**config.mk**
```make
export PLATFORM = sky130hd
export DESIGN_NAME = crc8_frame_ctrl
export DESIGN_NICKNAME = d
export VERILOG_FILES = /design/src/rtl/crc8_frame_ctrl.sv
export SDC_FILE = /design/constraint.sdc
export NUM_CORES = 1
export LEC_CHECK = 0
export ABC_CLOCK_PERIOD_IN_PS = 4500
export CORE_MARGIN = 1
export CORE_UTILIZATION = 52
export CTS_BUF_LIST = sky130_fd_sc_hd__clkbuf_2 sky130_fd_sc_hd__clkbuf_4 sky130_fd_sc_hd__clkbuf_8
export DETAILED_ROUTE_END_ITERATION = 6
export PLACE_DENSITY_LB_ADDON = 0.2
export SYNTH_ARGS = -nofsm -noshare
export SYNTH_HDL_FRONTEND = slang
export SYNTH_SLANG_ARGS = --single-unit
export TNS_END_PERCENT = 20
```
**constraint.sdc**
```tcl
create_clock -name clk -period 4.5 [get_ports clk]
set_clock_uncertainty 0.15 [all_clocks]
set_input_delay 0.9 -clock clk [delete_from_list [all_inputs] [get_ports clk]]
set_output_delay 0.9 -clock clk [all_outputs]
set_load 0.05 [all_outputs]
```
**src/rtl/crc8_frame_ctrl.sv**
```systemverilog
// Transmit framing controller: forwards payload bytes and appends the CRC-8
// trailer produced by the external engine. Overlong frames are cut at MAX_LEN.
module crc8_frame_ctrl #(
    parameter int MAX_LEN = 64,
    parameter int CNT_W   = 16
) (
    input  logic             clk,
    input  logic             reset_n,
    input  logic [7:0]       in_data,
    input  logic             in_valid,
    input  logic             in_last,
    output logic             in_ready,
    output logic [7:0]       out_data,
    output logic             out_valid,
    output logic             out_last,
    input  logic             out_ready,
    output logic             crc_init,
    output logic             crc_data_valid,
    output logic [7:0]       crc_data,
    input  logic [7:0]       crc_in,
    output logic             busy,
    output logic             frame_err,
    output logic [CNT_W-1:0] frame_count
);

    typedef enum logic [2:0] {
        S_IDLE, S_INIT, S_DATA, S_DROP, S_CRC, S_TAIL
    } state_t;

    localparam logic [7:0] MaxB = 8'(MAX_LEN);

    state_t           state_q, state_d;
    logic [7:0]       cnt_q, cnt_d;
    logic             ov_q, ov_d;
    logic [7:0]       od_q, od_d;
    logic             ol_q, ol_d;
    logic             err_q, err_d;
    logic [CNT_W-1:0] fcnt_q, fcnt_d;
    logic             slot_free;

    assign slot_free   = !ov_q || out_ready;
    assign crc_data    = in_data;
    assign out_valid   = ov_q;
    assign out_data    = od_q;
    assign out_last    = ol_q;
    assign frame_err   = err_q;
    assign frame_count = fcnt_q;
    assign busy        = (state_q != S_IDLE);

    always_comb begin
        state_d        = state_q;
        cnt_d          = cnt_q;
        ov_d           = ov_q && !out_ready;
        od_d           = od_q;
        ol_d           = ol_q;
        err_d          = 1'b0;
        fcnt_d         = fcnt_q;
        in_ready       = 1'b0;
        crc_init       = 1'b0;
        crc_data_valid = 1'b0;
        unique case (state_q)
            S_IDLE: begin
                if (in_valid) state_d = S_INIT;
            end
            S_INIT: begin
                crc_init = 1'b1;
                cnt_d    = '0;
                state_d  = S_DATA;
            end
            S_DATA: begin
                in_ready = slot_free;
                if (in_valid && slot_free) begin
                    crc_data_valid = 1'b1;
                    ov_d  = 1'b1;
                    od_d  = in_data;
                    ol_d  = 1'b0;
                    cnt_d = cnt_q + 8'd1;
                    if (in_last) begin
                        state_d = S_CRC;
                    end else if (cnt_d == MaxB) begin
                        err_d   = 1'b1;
                        state_d = S_DROP;
                    end
                end
            end
            // Excess bytes are swallowed so the source can finish its frame.
            S_DROP: begin
                in_ready = 1'b1;
                if (in_valid && in_last) state_d = S_CRC;
            end
            S_CRC: begin
                if (slot_free) begin
                    ov_d    = 1'b1;
                    od_d    = crc_in;
                    ol_d    = 1'b1;
                    state_d = S_TAIL;
                end
            end
            S_TAIL: begin
                if (ov_q && out_ready) begin
                    fcnt_d  = fcnt_q + 1'b1;
                    state_d = S_IDLE;
                end
            end
            default: state_d = S_IDLE;
        endcase
    end

    always_ff @(posedge clk or negedge reset_n) begin
        if (!reset_n) begin
            state_q <= S_IDLE;
            cnt_q   <= '0;
            ov_q    <= 1'b0;
            od_q    <= '0;
            ol_q    <= 1'b0;
            err_q   <= 1'b0;
            fcnt_q  <= '0;
        end else begin
            state_q <= state_d;
            cnt_q   <= cnt_d;
            ov_q    <= ov_d;
            od_q    <= od_d;
            ol_q    <= ol_d;
            err_q   <= err_d;
            fcnt_q  <= fcnt_d;
        end
    end

endmodule
```
-- Word-level counts from Yosys, hierarchy flattened
Cells that the tools add are included.
- add/subtract/negate cells: 2
- equality and inequality tests: 12
- multiplexer cells: 27
- reduce and logical (&&, ||, !) cells: 15
- operators by type and width (operator ; count):
    8-bit one-hot mux with 2 select lines ; 2
    8-bit two-way mux ; 3
    3-bit two-way mux ; 7
    3-bit one-hot mux with 6 select lines ; 1
    16-bit by 1-bit adder with 16-bit output (second input constant) ; 1
    1-bit two-way mux ; 11
    2-bit inequality test (second input constant) ; 5
    8-bit by 1-bit adder with 8-bit output (second input constant) ; 1
    8-bit by 7-bit == test with 1-bit output (second input constant) ; 1
    3-bit by 2-bit == test with 1-bit output (second input constant) ; 2
    3-bit == test (second input constant) ; 2
    1-bit one-hot mux with 2 select lines ; 3
    6-bit AND reduction ; 1
    1-bit logical AND ; 4
    2-bit AND reduction ; 2
    2-bit nonzero test ; 2
    3-bit by 1-bit == test with 1-bit output (second input constant) ; 1
    3-bit zero test ; 1
    3-bit inequality test (second input constant) ; 1
    3-bit AND reduction ; 1
    3-bit nonzero test ; 1
    1-bit zero test ; 2
    1-bit logical OR ; 1
- bits in registers: 38
- bits of input ports: 21
- output and inout port bits: 39
- logic and storage cells: 63

-- Depth between registers and ports, before layout
- depth after elaboration: 6
- gate-level depth with buffers: 8
- mapped depth without buffers: 6

-- Worst setup path after synthesis
OpenSTA, ideal clock, no wires.
- kind: input port to output port
- from: in out_ready
- to: out in_ready
- arrival: 1.827 ns
- required time: 3.450 ns
- path slack: 1.623 ns
- cell stages on the path: 3
- path buffers: 0
- cells stage by stage: nand2b_1 > nor2_1 > nor2_1
- word-level cells in the longest chain between the ends: 2
- RTL lines (what ; RTL line ; source):
    start: declaration ; 16 ; input logic out_ready,
    1-bit logical OR ; 41 ; assign slot_free = !ov_q || out_ready;
    1-bit one-hot mux with 2 select lines ; 61 ; unique case (state_q)
    end: declaration ; 12 ; output logic in_ready,
No other way between the ends.

-- Worst setup path after layout
- from: in out_ready
- to: out crc_data_valid
- word-level cells in the longest chain between the ends: 4
- RTL lines (what ; RTL line ; source):
    1-bit logical OR ; 41 ;
    1-bit logical AND ; 72 ; if (in_valid && slot_free) begin
    1-bit two-way mux ; 72 ;
    1-bit two-way mux ; 61 ;
    end: declaration ; 18 ; output logic crc_data_valid,
No other way between the ends.

==> run summary <==
Critical R2R Launch: state_q[2]
Core Region: 3660 sq um
Max IR drop VDD: 0.000436 V
fin util: 71.5%
CP Launch Point: out_ready
Internal: 0.761 mW
Worst path slowest cell: clkdlybuf4s50_1
Ports: 60
synth unique cells: 41
Starting Density: 53.9%
drt pass-1 iters: 4
crit-path cells: clkdlybuf4s50_1, nand2b_1, nand4_1, inv_2, clkdlybuf4s50_1
Slew Limit Fails: 0
Slew HR: 44.4%
Syn Inst Count: 202
Clock Latency Late Sink: 290 ps
via count: 1639
CTS Root Cell: clkbuf_8
Max clock buf depth: 2
post-route ant nets: 0
PostCTS Resize Cnt: 0
Critical Path Sink: crc_data_valid
GP Congestion: 0.845
Placed Area: 2520 sq um
TritonCTS Buffers: 5
FF+latch count, synth: 38
total grt overflow: 0
GRT Util Overall: 22.5%
Final Setup Violations: 0
syn nets: 225
Post-synth EDFFs: 0
clk slew on worst S/H paths: 70 ps
PD cells: 522 nW/um^2
Synth Warn #: 0
Net Switching: 0.608 mW
Leak: 1.16 nW
Async S/R FF share, synth: 100%
Combinational Power Share: 46.8%
top sig layer: met4
Final Net Count: 277
area grow syn2layout: 32.7%
post-CTS setup buffers: 0
r2r setup slk: 2550 ps
top post-synthesis cells by area: dfrtp_1, o21ai_0, nand2_1
Met3 Routed Length: 166 microns
drt via density: 5.41
Crit path top cell by count: clkdlybuf4s50_1
Synth Flop Type: dfrtp_1
die area: 4040 sq um
layout cells sized above 1: 7.45%
vias in the first global route: 1529
Crit Path Class: primary input to output port
final WL: 4.14 mm
Antenna Cells: 0
wl on met1: 1.88 mm
crit path time final: 3900 ps
Mean Syn Cell Area: 9.77 sq um
initial antenna violation count: 0
Die X: 63.6 microns
CP peak stage delay: 830 ps
Post-Syn Area: 1970 sq um
htree depth: 2
share of power burned in registers: 35.3%
routed len/inst: 13.7 microns
status: finished clean
row cnt: 22
first-pass GRT wire length: 6.99 mm
largest net degree at the start of global routing: 39
reg2reg end: out_data[1]
Met2 Wirelength: 2.02 mm
clk sinks: 38
Max FO, Critical Path: 10
clock power share: 17.9%
Reg2Reg Depth: 5
port bufs: 59
Final TNS setup: 0 ps
RSZ-0062 raised after global routing: no
Final Cycle Share: 86.6%
Worst Max-Slew Pin Slew: 834 ps
Hold Path Class: flop to flop
final hold vios: 0
most frequent cell after synthesis: dfrtp_1
Req. time, crit path: 3450 ps
area leader, netlist: dfrtp_1
Iteration-0 DRC Markers: 56
endpoint class of the critical path: output port
Max-Cap Viols: 0
cts hold-fix bufs: 0
sequential share of the synthesized area: 48.2%
FILL cells: 303
CTS tree: yes
Sw Ratio: 44.4%
CP arrival: 2850 ps
DP HPWL: 3.01 mm
Setup crit start kind: primary input
DRC violations left: 0
Die Height: 63.6 microns
f_max: 0.257 GHz
Commonest cells post-synth: dfrtp_1, nand2_1, o21ai_0, nor2_1
Yosys top cell area share: 48.2%
Design Area, Final: 2620 sq um
critical path, delay by kind of cell:
family,cells,cell delay (ps)
buf+inv,3,1500
simple gates,2,430
layout by cell type (no fill, tap or decap), types with 2 or more instances in the layout:
master,instances
nand4_1,5
o31ai_1,3
and2_1,2
and4_1,2
xnor2_1,10
clkdlybuf4s50_1,58
nand3_1,7
nor2_2,2
nand2_1,24
mux2i_1,8
and3_1,6
o21ai_0,23
xor2_1,5
clkbuf_8,6
dfrtp_1,38
nor2_1,13
inv_1,4
a21oi_1,8
ha_1,2
nand2b_1,5
a31oi_1,2
metrics by stage:
step	instances	setup WS, ps	total power [mW]	hold WS (ps)
finish	303	603	1.37	318
global route	303	519	1.44	338
CTS	303	606	1.38	326
detailed placement	295	604	1.13	312
global placement	295	668	1.12	309
floorplan	202	1620	0.929	332
cells by family after synthesis:
family / share of synthesized area (%)
flip-flops: 48.2
AND/OR/NAND/NOR: 20.3
multiplexers: 4.63
AO/OA/AOI/OAI: 12.8
XOR/XNOR: 6.66
adder cells (fa/ha/maj): 1.27
buffers and inverters: 6.15
per-layer routing:
metal	track usage, %	vias to the layer above
li1	-	805
met1	28.9	782
met2	36.8	44
met3	5.62	8
met4	7.67	0
met5	0	-
power groups by stage:
| stage | Sequential (mW) | Combinational, mW | Clock (mW) |
|---|---|---|---|
| floorplan | 0.624 | 0.305 | 0 |
| global placement | 0.485 | 0.635 | 0 |
| detailed placement | 0.488 | 0.642 | 0 |
| CTS | 0.483 | 0.644 | 0.250 |
| global route | 0.493 | 0.683 | 0.265 |
| finish | 0.483 | 0.641 | 0.244 |
flip-flops by register name (all words and copies together), names as in the netlist:
| name | cells |
|---|---|
| out_data | 8 |
| cnt_q | 8 |
| out_valid | 1 |
| out_last | 1 |
| frame_err | 1 |
| state_q | 3 |
| frame_count | 16 |
worst min-delay path by stage:
stage	from	slack (ps)	end	cells past startpoint
CTS	frame_count[15]	330	frame_count[15]	1
finish	frame_count[15]	320	frame_count[15]	1
floorplan	cnt_q[0]	330	cnt_q[0]	1
global route	frame_count[15]	340	frame_count[15]	1
global placement	frame_count[15]	310	frame_count[15]	1
detailed placement	frame_count[15]	310	frame_count[15]	1
area by class of cell:
cell class | count | area, sq um | area share [%]
Clock buffer | 7 | 90.1 | 3.44
Clock inverter | 1 | 5.00 | 0.191
Inverter | 5 | 18.8 | 0.717
Multi-Input combinational cell | 144 | 901 | 34.4
Sequential cell | 38 | 951 | 36.3
Tap cell | 48 | 60.1 | 2.29
Timing Repair Buffer | 60 | 593 | 22.6
Note: power is estimated with default switching activity, not from simulation.
